<file path="src/rtl/pr_bridge_arb.sv">
// Two-master round-robin arbiter and bridge onto the timer peripheral bus.
// Each access takes IDLE -> ACCESS -> RESP; illegal addresses and COUNT writes are rejected.
module pr_bridge_arb #(
  parameter logic [31:0] TIMER1_BASE = 32'h0000_7f00,
  parameter logic [31:0] TIMER2_BASE = 32'h0000_7f10
) (
  input  logic        clk,
  input  logic        reset,
  input  logic        m0_req,
  input  logic        m0_we,
  input  logic [31:2] m0_addr,
  input  logic [31:0] m0_wd,
  output logic        m0_ack,
  output logic [31:0] m0_rd,
  output logic        m0_err,
  output logic        m0_stall,
  input  logic        m1_req,
  input  logic        m1_we,
  input  logic [31:2] m1_addr,
  input  logic [31:0] m1_wd,
  output logic        m1_ack,
  output logic [31:0] m1_rd,
  output logic        m1_err,
  output logic [3:2]  dev_addr,
  output logic [31:0] dev_wd,
  output logic        dev0_we,
  output logic        dev1_we,
  input  logic [31:0] dev0_rd,
  input  logic [31:0] dev1_rd,
  output logic        busy
);

  typedef enum logic [1:0] {
    IDLE   = 2'd0,
    ACCESS = 2'd1,
    RESP   = 2'd2
  } state_t;

  state_t      state_r;
  logic        last_r;
  logic        cur_r;
  logic        we_r;
  logic        sel0_r;
  logic        sel1_r;
  logic        err_r;

  logic        gnt_s;
  logic        w_we_s;
  logic [31:2] w_addr_s;
  logic [31:0] w_wd_s;
  logic        w_sel0_s;
  logic        w_sel1_s;
  logic        w_err_s;
  logic [31:0] rd_sel_s;

  // Each window holds three words: base, base+4, base+8.
  function automatic logic in_window(input logic [31:2] a, input logic [31:0] base);
    logic [31:0] byte_a;
    byte_a = {a, 2'b00};
    return (byte_a >= base) && (byte_a <= (base + 32'd8));
  endfunction

  // Stall covers the request cycles up to, but not including, the ack cycle.
  assign m0_stall = m0_req & ~m0_ack;

  // Winner selection and decode of the winning request.
  always_comb begin
    gnt_s = 1'b0;
    if (m0_req && m1_req) begin
      gnt_s = ~last_r;
    end else if (m1_req) begin
      gnt_s = 1'b1;
    end else begin
      gnt_s = 1'b0;
    end
    w_we_s   = gnt_s ? m1_we   : m0_we;
    w_addr_s = gnt_s ? m1_addr : m0_addr;
    w_wd_s   = gnt_s ? m1_wd   : m0_wd;
    w_sel0_s = in_window(w_addr_s, TIMER1_BASE);
    w_sel1_s = in_window(w_addr_s, TIMER2_BASE);
    w_err_s  = ~(w_sel0_s | w_sel1_s) | (w_we_s & (w_addr_s[3:2] == 2'd2));
  end

  // Read data captured in ACCESS: device data for a legal read, zero otherwise.
  always_comb begin
    rd_sel_s = 32'd0;
    if (!we_r && !err_r) begin
      if (sel0_r) begin
        rd_sel_s = dev0_rd;
      end else if (sel1_r) begin
        rd_sel_s = dev1_rd;
      end else begin
        rd_sel_s = 32'd0;
      end
    end else begin
      rd_sel_s = 32'd0;
    end
  end

  // Access sequencer with registered device and master outputs.
  always_ff @(posedge clk or posedge reset) begin
    if (reset) begin
      state_r  <= IDLE;
      last_r   <= 1'b1;
      cur_r    <= 1'b0;
      we_r     <= 1'b0;
      sel0_r   <= 1'b0;
      sel1_r   <= 1'b0;
      err_r    <= 1'b0;
      dev_addr <= 2'd0;
      dev_wd   <= 32'd0;
      dev0_we  <= 1'b0;
      dev1_we  <= 1'b0;
      busy     <= 1'b0;
      m0_ack   <= 1'b0;
      m0_rd    <= 32'd0;
      m0_err   <= 1'b0;
      m1_ack   <= 1'b0;
      m1_rd    <= 32'd0;
      m1_err   <= 1'b0;
    end else begin
      case (state_r)
        IDLE: begin
          if (m0_req || m1_req) begin
            last_r   <= gnt_s;
            cur_r    <= gnt_s;
            we_r     <= w_we_s;
            sel0_r   <= w_sel0_s;
            sel1_r   <= w_sel1_s;
            err_r    <= w_err_s;
            dev_addr <= w_addr_s[3:2];
            dev_wd   <= w_wd_s;
            // Strobe is registered here so it is high exactly during ACCESS.
            dev0_we  <= w_we_s & w_sel0_s & ~w_err_s;
            dev1_we  <= w_we_s & w_sel1_s & ~w_err_s;
            busy     <= 1'b1;
            state_r  <= ACCESS;
          end else begin
            state_r  <= IDLE;
          end
        end
        ACCESS: begin
          dev0_we <= 1'b0;
          dev1_we <= 1'b0;
          if (cur_r) begin
            m1_ack <= 1'b1;
            m1_rd  <= rd_sel_s;
            m1_err <= err_r;
          end else begin
            m0_ack <= 1'b1;
            m0_rd  <= rd_sel_s;
            m0_err <= err_r;
          end
          state_r <= RESP;
        end
        RESP: begin
          m0_ack  <= 1'b0;
          m0_rd   <= 32'd0;
          m0_err  <= 1'b0;
          m1_ack  <= 1'b0;
          m1_rd   <= 32'd0;
          m1_err  <= 1'b0;
          busy    <= 1'b0;
          state_r <= IDLE;
        end
        default: begin
          dev0_we <= 1'b0;
          dev1_we <= 1'b0;
          m0_ack  <= 1'b0;
          m0_rd   <= 32'd0;
          m0_err  <= 1'b0;
          m1_ack  <= 1'b0;
          m1_rd   <= 32'd0;
          m1_err  <= 1'b0;
          busy    <= 1'b0;
          state_r <= IDLE;
        end
      endcase
    end
  end

endmodule
</file>
<file path="config.mk">
export PLATFORM = sky130hd
export DESIGN_NAME = pr_bridge_arb
export DESIGN_NICKNAME = d
export VERILOG_FILES = /design/src/rtl/pr_bridge_arb.sv
export SDC_FILE = /design/constraint.sdc
export NUM_CORES = 1
export LEC_CHECK = 0
export BUFFER_PORTS_ARGS = -buffer_cell sky130_fd_sc_hd__clkbuf_2
export CELL_PAD_IN_SITES_DETAIL_PLACEMENT = 0
export CELL_PAD_IN_SITES_GLOBAL_PLACEMENT = 1
export CORE_UTILIZATION = 28
export CTS_CLUSTER_DIAMETER = 100
export DETAILED_ROUTE_END_ITERATION = 10
export HOLD_SLACK_MARGIN = 0.08
export PLACE_DENSITY = 0.85
export SLEW_MARGIN = 20
export SYNTH_ARGS = -nofsm -noshare
export SYNTH_HDL_FRONTEND = slang
export SYNTH_SLANG_ARGS = --single-unit
export TNS_END_PERCENT = 20
</file>
<file path="constraint.sdc">
create_clock -name clk -period 3.4 [get_ports clk]
set_clock_uncertainty 0.2 [all_clocks]
set_input_delay 0.34 -clock clk [delete_from_list [all_inputs] [get_ports clk]]
set_output_delay 0.34 -clock clk [all_outputs]
set_load 0.01 [all_outputs]
</file>
# Word-level counts from Yosys, hierarchy flattened
# Index checks and enable logic that the tools add are counted.
dict set report word_totals {
  elab_cells 84
  output_inout_bits 106
  regBits 113
}
dict set report op_classes {
  mux 28
  bitwise 15
  n_eq_ne 6
  reduce_logical 13
  order_cmp 4
}
# cell n
set op_table {}
lappend op_table {{32-bit 2-to-1 mux} 6}
lappend op_table {{32-bit one-hot mux with 2 select lines} 2}
lappend op_table {{32-bit by 15-bit >= comparator with 1-bit output, second input constant} 2}
lappend op_table {{32-bit by 15-bit less-or-equal comparator with 1-bit output, second input constant} 2}
lappend op_table {{30-bit 2-to-1 mux} 1}
lappend op_table {{1-bit one-hot mux with 2 select lines} 7}
lappend op_table {{1-bit 2-to-1 mux} 11}
lappend op_table {{2-bit AND reduction} 5}
lappend op_table {{1-bit inverter} 7}
lappend op_table {{1-bit AND} 6}
lappend op_table {{2-bit != test, second input constant} 3}
lappend op_table {{2-bit == test, second input constant} 2}
lappend op_table {{1-bit logical AND} 4}
lappend op_table {{2-bit one-hot mux with 2 select lines} 1}
lappend op_table {{2-bit by 1-bit == test with 1-bit output, second input constant} 1}
lappend op_table {{1-bit zero test} 2}
lappend op_table {{2-bit zero test} 1}
lappend op_table {{1-bit bitwise OR} 2}
lappend op_table {{1-bit logical OR} 1}

# Logic depth before layout (Yosys ltp)
# Gate-level depths: netlist (run 1).
dict set report logic_depth {
  depth_word 12
  ltp_mapped 7
}

# Least setup slack after synthesis (run 1)
# OpenSTA, ideal clock, no wires.
dict set report synth_path {
  path_kind {reg2reg}
  start {reg last_r}
  end {reg dev0_we}
  synth_period_minus_slack_ns 1.751
  setup_ns 0.110
  t_arrival_ns 1.441
  path_stages_with_launch 6
  slack_ns 1.649
  cell_sequence {dfstp_2 a21boi_0 buf_4 nand4b_1 o22a_1 o41ai_1}
}
dict set report synth_via {
  elab_chain_len 12
}
# element line_no
set synth_rtl {}
lappend synth_rtl {{start: declaration} 40} ;# logic last_r;
lappend synth_rtl {{start signal: assignment} 125} ;# last_r <= gnt_s;
lappend synth_rtl {{1-bit inverter *} 70} ;# gnt_s = ~last_r;
lappend synth_rtl {{1-bit 2-to-1 mux *} 69} ;# if (m0_req && m1_req) begin
lappend synth_rtl {{30-bit 2-to-1 mux} 77} ;# w_addr_s = gnt_s ? m1_addr : m0_addr;
lappend synth_rtl {{32-bit by 15-bit >= comparator with 1-bit output / 32-bit by 15-bit less-or-equal comparator with 1-bit output (equally long branches)} 60} ;# return (byte_a >= base) && (byte_a <= (base + 32'd8));
lappend synth_rtl {{1-bit logical AND} 60}
lappend synth_rtl {{1-bit bitwise OR} 81} ;# w_err_s = ~(w_sel0_s | w_sel1_s) | (w_we_s & (w_addr_s[3:2] == 2'd2));
lappend synth_rtl {{1-bit inverter} 81}
lappend synth_rtl {{1-bit bitwise OR} 81}
lappend synth_rtl {{1-bit inverter} 134} ;# dev0_we <= w_we_s & w_sel0_s & ~w_err_s;
lappend synth_rtl {{1-bit AND *} 134}
lappend synth_rtl {{1-bit 2-to-1 mux *} 124} ;# if (m0_req || m1_req) begin
lappend synth_rtl {{1-bit one-hot mux with 2 select lines *} 122} ;# case (state_r)
lappend synth_rtl {{end signal: assignment} 134}
lappend synth_rtl {{end: declaration} 26} ;# output logic dev0_we,
# Mark *: on every way between the ends. The rest lies on a longest branch, timed or not. The select of a mux whose other input is x is not followed.
# A chain may end at the register's enable or synchronous reset.

# Worst setup path in the final report (run 1)
dict set report layout_path {
  start {reg last_r}
  end {reg dev_wd[8]}
}
dict set report layout_via {
  elab_chain_len 3
}
# element line_no
set layout_rtl {}
lappend layout_rtl {{1-bit inverter} 70}
lappend layout_rtl {{1-bit 2-to-1 mux} 69}
lappend layout_rtl {{32-bit 2-to-1 mux} 78} ;# w_wd_s = gnt_s ? m1_wd : m0_wd;
lappend layout_rtl {{end signal: assignment} 132} ;# dev_wd <= w_wd_s;
lappend layout_rtl {{end: declaration} 25} ;# output logic [31:0] dev_wd,
# Every way passes these cells.

==> flow_metrics.tcl, run 1 <==
set metrics [dict create \
    detail_route.wl_per_cell_um 15.3 \
    pin_count_of_the_biggest_net_entering_global_routing 82 \
    register_area_share_after_synthesis_pct 55.0 \
    leakagePower_nw 4.11 \
    slowest_delay_ns 0.60 \
    placement_rows 49 \
    detailed_place.area_um2 6860 \
    globalRouteOverflowTotal 0 \
    finish.net_count 1077 \
    routed.top_layer "met4" \
    yosys_most_used_dff "dfrtp_1" \
    max_cap_violations 0 \
    report.final.hold_viol_count 0 \
    die_h_um 138 \
    tritoncts.num_buffers 17 \
    grt_util_all_layers_pct 18.6 \
    worstPathBufferInverterCount 2 \
    combinationalPowerShare_pct 29.8 \
    route.detailed.vias_per_inst 4.71 \
    nFillCells 1712 \
    initial_utilization_pct 28.6 \
    critical_path.slowest_cell "a21boi_4" \
    tritoncts_num_sinks 113 \
    switching_share_pct 35.7 \
    fp.coreArea_um2 18000 \
    postSynthAreaPerCell_um2 9.77 \
    antenna_cells_inserted 0 \
    timing.hold.worst.class "in -> reg" \
    critical_path.cell_chain "a21boi_4 -> buf_4 -> mux2i_1 -> dlygate4sd3_1 -> o21ai_0" \
    drc_errors 0 \
    met2RoutedLength_mm 8.05 \
    worst_r2r_path_depth 5 \
    worst_hold_path.endpoint "dev_addr[3]$_DFFE_PP0P_" \
    drt_first_iter_violations 166 \
    synth.area.top_cells "dfrtp_1, o21ai_0, nand2_1, mux2i_1, a22o_1" \
    number_of_global_route_vias_before_repair 5189 \
    synth_enable_flop_cells 0 \
    final_core_util_pct 45.4 \
    stdcell_area_um2 8150 \
    tritoncts_clock_tree "yes" \
    drt-pass1-iter-count 4 \
    yosysWarningCount 0 \
    synth_commonest_cells "dfrtp_1, nand2_1, o21ai_0" \
    io-pin-count 300 \
    drtAntennaViolNets 0 \
    yosys.cell_types.count 31 \
    critical-path-top-delay-family "buffers and inverters" \
    crit_arrival_ns 2.69 \
    routed-wl-met3_mm 1.22 \
    synth_nets 721 \
    worst_setup_path_start_kind "register" \
    postSynth.asyncResetShare_pct 100 \
    final.period_utilization_pct 77.2 \
    max_freq_ghz 0.381 \
    synth_cells 527 \
    setup.worst_path.class "reg -> reg" \
    antenna_found_initial 0 \
    min_path_cells 3 \
    synth.top_cell.area_share_pct 54.5 \
    cts.htree.levels 4 \
    ff2ff_setup_slack_ns 0.77 \
    finalWirelength_mm 17.2 \
    clock_transition_time_at_the_flip_flop_clock_pins_of_the_worst_setup_and_hold_paths_ns 0.06 \
    syn_area_um2 5150 \
    cellInternalPower_mw 3.25 \
    cts.repair.resized 0 \
    area_growth_syn_to_layout_pct 58.4 \
    outcome "finished, final reports clean" \
    setup.worst_path.end_class "register" \
    setup_viol_count_final 0 \
    slew_violations 0 \
    postSynthRegisterBits 113 \
    power.ir.vdd_worst_v 0.000415 \
    root_buffer "clkbuf_16" \
    share_seq_of_total_power_pct 35.6 \
    cp_data_required_time_ns 3.46 \
    startpoint_of_the_tightest_hold_check_path "m1_addr[3]" \
    placement.io_buffers 299 \
    layout-drive-gt1-share_pct 39.3 \
    worstReg2RegStart "last_r$_DFFE_PP1P_" \
    cp_max_fo 21 \
    min_period_ns 2.63 \
    share_clk_of_total_power_pct 34.7 \
    floorplan.die_area_um2 18900 \
    grt_pass1_wl_mm 26.7 \
    routability_congestion 0.789 \
    tightest_slew_ns 0.747 \
    worstSkewPairLatency_ns 0.41 \
    rsz_0062_raised_after_global_routing "no" \
    cellPowerDensity_nw_per_um2 620 \
    deepest_clock_path_buffer_count 2 \
    fin_tns_setup_ns 0 \
    met1_wire_length_mm 7.62 \
    worst_slew_margin_rel_pct 50.1 \
    dr_total_vias 5299 \
    power.net_switching_mw 1.80 \
    critical_path.reg2reg.endpoint "dev_wd[8]$_DFFE_PP0P_" \
    die-width_um 138 \
    dpl.hpwl_mm 12.0 \
    synthDominantAreaCellType "dfrtp_1" \
]
timing repair:
item / CTS / global route
setup buffers: 0 / 0
hold buffers: 70 / 0
endpoints found under the hold margin: 52 / 0
worst max-delay path by stage:
| stage | startpoint | end | slack [ns] | cells past startpoint |
|---|---|---|---|---|
| after floorplan | reset | busy$_DFFE_PP0P_ | 1.49 | 1 |
| after global placement | m0_addr[24] | dev0_we$_DFFE_PP0P_ | 1.20 | 5 |
| after detailed placement | m0_req | sel0_r$_DFFE_PP0P_ | 1.15 | 5 |
| after CTS | last_r$_DFFE_PP1P_ | dev_wd[17]$_DFFE_PP0P_ | 0.81 | 5 |
| after global routing | last_r$_DFFE_PP1P_ | dev_wd[8]$_DFFE_PP0P_ | 0.61 | 5 |
| final | last_r$_DFFE_PP1P_ | dev_wd[8]$_DFFE_PP0P_ | 0.77 | 5 |
worst register-to-register path: stages (launching register included):
cell and delay, ns:
dfstp_2 0.38, a21boi_4 0.60, buf_4 0.40, mux2i_1 0.24, dlygate4sd3_1 0.57, o21ai_0 0.08
through the flow:
| step | instances | setup WS (ns) | hold WS (ns) | total power [mW] |
|---|---|---|---|---|
| 2_1_floorplan | 527 | 1.49 | 0.237 | 2.64 |
| 3_3_place_gp | 1023 | 1.20 | 0.172 | 3.20 |
| 3_5_place_dp | 1023 | 1.15 | 0.169 | 3.21 |
| 4_1_cts | 1125 | 0.812 | 0.0803 | 5.10 |
| 5_1_grt | 1125 | 0.607 | 0.105 | 5.38 |
| 6_report | 1125 | 0.775 | 0.0897 | 5.06 |
registers in the layout (all words and copies together) (netlist names):
name	count
dev_wd	32
m0_rd	32
m1_rd	32
dev_addr	2
state_r	2
busy	1
cur_r	1
dev0_we	1
dev1_we	1
err_r	1
last_r	1
m0_ack	1
m0_err	1
m1_ack	1
m1_err	1
sel0_r	1
sel1_r	1
we_r	1
layer usage:
metal,vias up,GRT usage (%)
met4,0,7.57
met3,21,4.60
met2,217,30.6
li1,2585,-
met5,-,0
met1,2476,23.1
power by group through the flow:
stage | Clock [mW] | Sequential (mW) | Combinational (mW)
after floorplan | 0 | 1.86 | 0.783
after global placement | 0 | 1.81 | 1.39
after detailed placement | 0 | 1.81 | 1.41
after CTS | 1.79 | 1.80 | 1.51
after global routing | 1.86 | 1.83 | 1.69
final | 1.75 | 1.80 | 1.50
cells by family (layout without fill, tap and decap cells):
kind of cell | after synthesis | after routing | share of synthesized area, %
compound gates | 149 | 149 | 17.5
buf+inv | 45 | 414 | 4.04
flops | 113 | 113 | 55.0
mux | 39 | 39 | 7.61
simple gates | 181 | 181 | 15.9
area by class of cell:
class	count	area [um^2]	area share, %
timing repair buffer	379	2280	28.0
sequential	113	2830	34.7
clock buffer	17	425	5.22
multi-input combinational	369	2150	26.3
clock inverter	15	161	1.98
tap	229	287	3.52
inverter	3	15.0	0.184
layout by cell type (no fill, tap or decap), drive strengths merged, types with 3 or more instances in the layout:
cell type and n:
inv 4, nor4b 5, clkbuf 316, nand3 33, nor4 4, dlygate4sd3 70, buf 10, nor2 11
a22o 31, a21oi 5, dfrtp 112, o41ai 4, nor2b 5, clkinv 7, o21ai 101, mux2i 38
nand2 112, nand4 3, clkinvlp 5
Power figures use the tool's default switching activity.
==> run 2: changes to the inputs <==
--- a/config.mk
+++ b/config.mk
@@ -8,11 +8,11 @@
 export BUFFER_PORTS_ARGS = -buffer_cell sky130_fd_sc_hd__clkbuf_2
 export CELL_PAD_IN_SITES_DETAIL_PLACEMENT = 0
 export CELL_PAD_IN_SITES_GLOBAL_PLACEMENT = 1
-export CORE_UTILIZATION = 28
+export CORE_UTILIZATION = 31
 export CTS_CLUSTER_DIAMETER = 100
 export DETAILED_ROUTE_END_ITERATION = 10
 export HOLD_SLACK_MARGIN = 0.08
-export PLACE_DENSITY = 0.85
+export PLACE_DENSITY = 0.89
 export SLEW_MARGIN = 20
 export SYNTH_ARGS = -nofsm -noshare
 export SYNTH_HDL_FRONTEND = slang
==> constraint.sdc (replaced) <==
create_clock -name clk -period 2.7 [get_ports clk]
set_clock_uncertainty 0.2 [all_clocks]
set_input_delay 0.27 -clock clk [delete_from_list [all_inputs] [get_ports clk]]
set_output_delay 0.27 -clock clk [all_outputs]
set_load 0.01 [all_outputs]
==> flow_metrics.tcl, run 2 (same netlist as run 1, synthesis figures left out) <==
set metrics [dict create \
    drt_first_iter_violations 227 \
    crit_arrival_ns 2.49 \
    die_h_um 131 \
    nFillCells 1496 \
    worstReg2RegStart "last_r$_DFFE_PP1P_" \
    setup.worst_path.start "last_r$_DFFE_PP1P_" \
    worst_setup_path_start_kind "register" \
    setup.worst_path.end_class "register" \
    critical_path.cell_chain "a21boi_4 -> buf_4 -> mux2i_1 -> dlygate4sd3_1 -> o21ai_0" \
    detail_route.wl_per_cell_um 14.9 \
    met2RoutedLength_mm 8.47 \
    slowest_delay_ns 0.58 \
    dpl.hpwl_mm 11.4 \
    drc_errors 0 \
    floorplan.die_area_um2 17100 \
    drtAntennaViolNets 0 \
    grt_pass1_wl_mm 25.7 \
    worst_r2r_path_depth 5 \
    min_period_ns 2.45 \
    route.detailed.vias_per_inst 4.66 \
    timing.hold.worst.class "in -> reg" \
    cts.repair.resized 0 \
    globalRouteOverflowTotal 0 \
    tritoncts.num_buffers 17 \
    area_growth_syn_to_layout_pct 58.5 \
    leakagePower_nw 4.12 \
    finish.net_count 1083 \
    placement.io_buffers 299 \
    layout_common_cells "clkbuf_2, nand2_1, dfrtp_1" \
    stdcell_count 1119 \
    grt_util_all_layers_pct 19.9 \
    number_of_global_route_vias_before_repair 5096 \
    setup.worst_path.class "reg -> reg" \
    met1_wire_length_mm 6.99 \
    routability_congestion 0.842 \
    placement_rows 46 \
    final_common_cell "clkbuf_2" \
    count_of_cell_instances_traversed_by_the_critical_path 5 \
    cp_data_required_time_ns 2.74 \
    routed.top_layer "met4" \
    final.period_utilization_pct 90.6 \
    pin_count_of_the_biggest_net_entering_global_routing 82 \
    post_cts.repair.setup_buffers 0 \
    tightest_slew_ns 0.784 \
    worstPathBufferInverterCount 2 \
    antenna_found_initial 1 \
    slew_violations 0 \
    max_freq_ghz 0.409 \
    clock_transition_time_at_the_flip_flop_clock_pins_of_the_worst_setup_and_hold_paths_ns 0.05 \
    post-place-cells 1011 \
    power.ir.vdd_worst_v 0.000674 \
    max_cap_violations 0 \
    cts.htree.levels 4 \
    routed-wl-met3_um 892 \
    io-pin-count 300 \
    critical_path.slowest_cell "dlygate4sd3_1" \
    tritoncts_num_sinks 113 \
    root_buffer "clkbuf_16" \
    rsz_0062_raised_after_global_routing "no" \
    outcome "finished, final reports clean" \
    setup_viol_count_final 0 \
    critical-path-top-delay-family "buffers and inverters" \
    layout-drive-gt1-share_pct 38.8 \
    worst_slew_margin_rel_pct 47.7 \
    worst_setup_path_endpoint "dev_wd[16]$_DFFE_PP0P_" \
    initial_utilization_pct 32.0 \
    report.final.hold_viol_count 0 \
    worstSkewPairLatency_ns 0.40 \
    critical_path.reg2reg.endpoint "dev_wd[16]$_DFFE_PP0P_" \
    largestRegisters "dev_wd (32), m0_rd (32), m1_rd (32)" \
    tritoncts_clock_tree "yes" \
    die-width_um 131 \
    finalWirelength_mm 16.6 \
    drt-pass1-iter-count 4 \
    fp.coreArea_um2 16100 \
    cp_max_fo 16 \
    ff2ff_setup_slack_ns 0.25 \
    deepest_clock_path_buffer_count 2 \
    fin_tns_setup_ns 0 \
    cellPowerDensity_nw_per_um2 769 \
    dr_total_vias 5214 \
]
-- run 2: cell count changes in the layout (fill, tap and decap cells not counted) --
cell and change:
clkbuf_1 +3, clkinv_4 -4, bufinv_16 -1, buf_4 +1, dlygate4sd3_1 +5, clkinvlp_4 -1
inv_6 -2, clkinv_2 +3, clkbuf_8 +2, diode_2 +1
-- run 2: where the power goes --
group | internal (mW) | switching [mW]
clock | 1.30 | 0.761
combinational | 0.746 | 1.20
sequential | 2.02 | 0.235
total | 4.07 | 2.20
-- run 2: per-layer routing --
metal	global-route usage, %	vias to the layer above
met5	0	-
li1	-	2601
met2	34.4	177
met1	23.8	2416
met4	7.71	0
met3	4.76	20
-- run 2: worst min path at each step --
stage                        startpoint                    end  slack [ns]  cells after the start
finish                      dev1_rd[22]  m0_rd[22]$_DFFE_PP0P_         0.1                      4
detailed placement  dev1_we$_DFFE_PP0P_    dev1_we$_DFFE_PP0P_        0.27                      2
CTS                          m0_addr[4]     sel1_r$_DFFE_PP0P_        0.08                      3
floorplan            last_r$_DFFE_PP1P_     last_r$_DFFE_PP1P_        0.24                      2
global route                dev1_rd[16]  m1_rd[16]$_DFFE_PP0P_        0.13                      4
global placement    dev0_we$_DFFE_PP0P_    dev0_we$_DFFE_PP0P_        0.26                      2
-- run 2: timing repair --
action / CTS / global route
setup endpoints to repair: 0 / 0
hold buffers: 75 / 0
endpoints found under the hold margin: 151 / 0
-- run 2: area by class of cell --
class                           count  area [um^2]  share of cell area, %
Antenna cell                        1         2.50                 0.0307
Clock buffer                       22          464                   5.69
Clock inverter                     10         86.3                   1.06
Inverter                            3         15.0                  0.184
Multi-Input combinational cell    369         2150                   26.3
Sequential cell                   113         2830                   34.7
Tap cell                          216          270                   3.31
Timing Repair Buffer              385         2340                   28.7
-- run 2: worst min-delay path, delay by kind of cell --
family | cells | cell delay, ns
buffers and inverters | 1 | 0.07
AND/OR/NAND/NOR | 1 | 0.08
AO/OA/AOI/OAI | 2 | 0.25
-- run 2: stage by stage --
step                      instance area [um^2]  hold slack (ns)  setup slack (ns)  utilization [%]  power (mW)
after global routing                      8160            0.131             0.116             50.8        6.66
final                                     8160           0.0996             0.255             50.8        6.27
after global placement                    6850            0.258             0.674             42.7        4.06
after floorplan                           5150            0.237             0.859                -        3.33
after CTS                                 8150           0.0806             0.298             50.8        6.32
after detailed placement                  6850            0.267             0.654             42.7        4.09
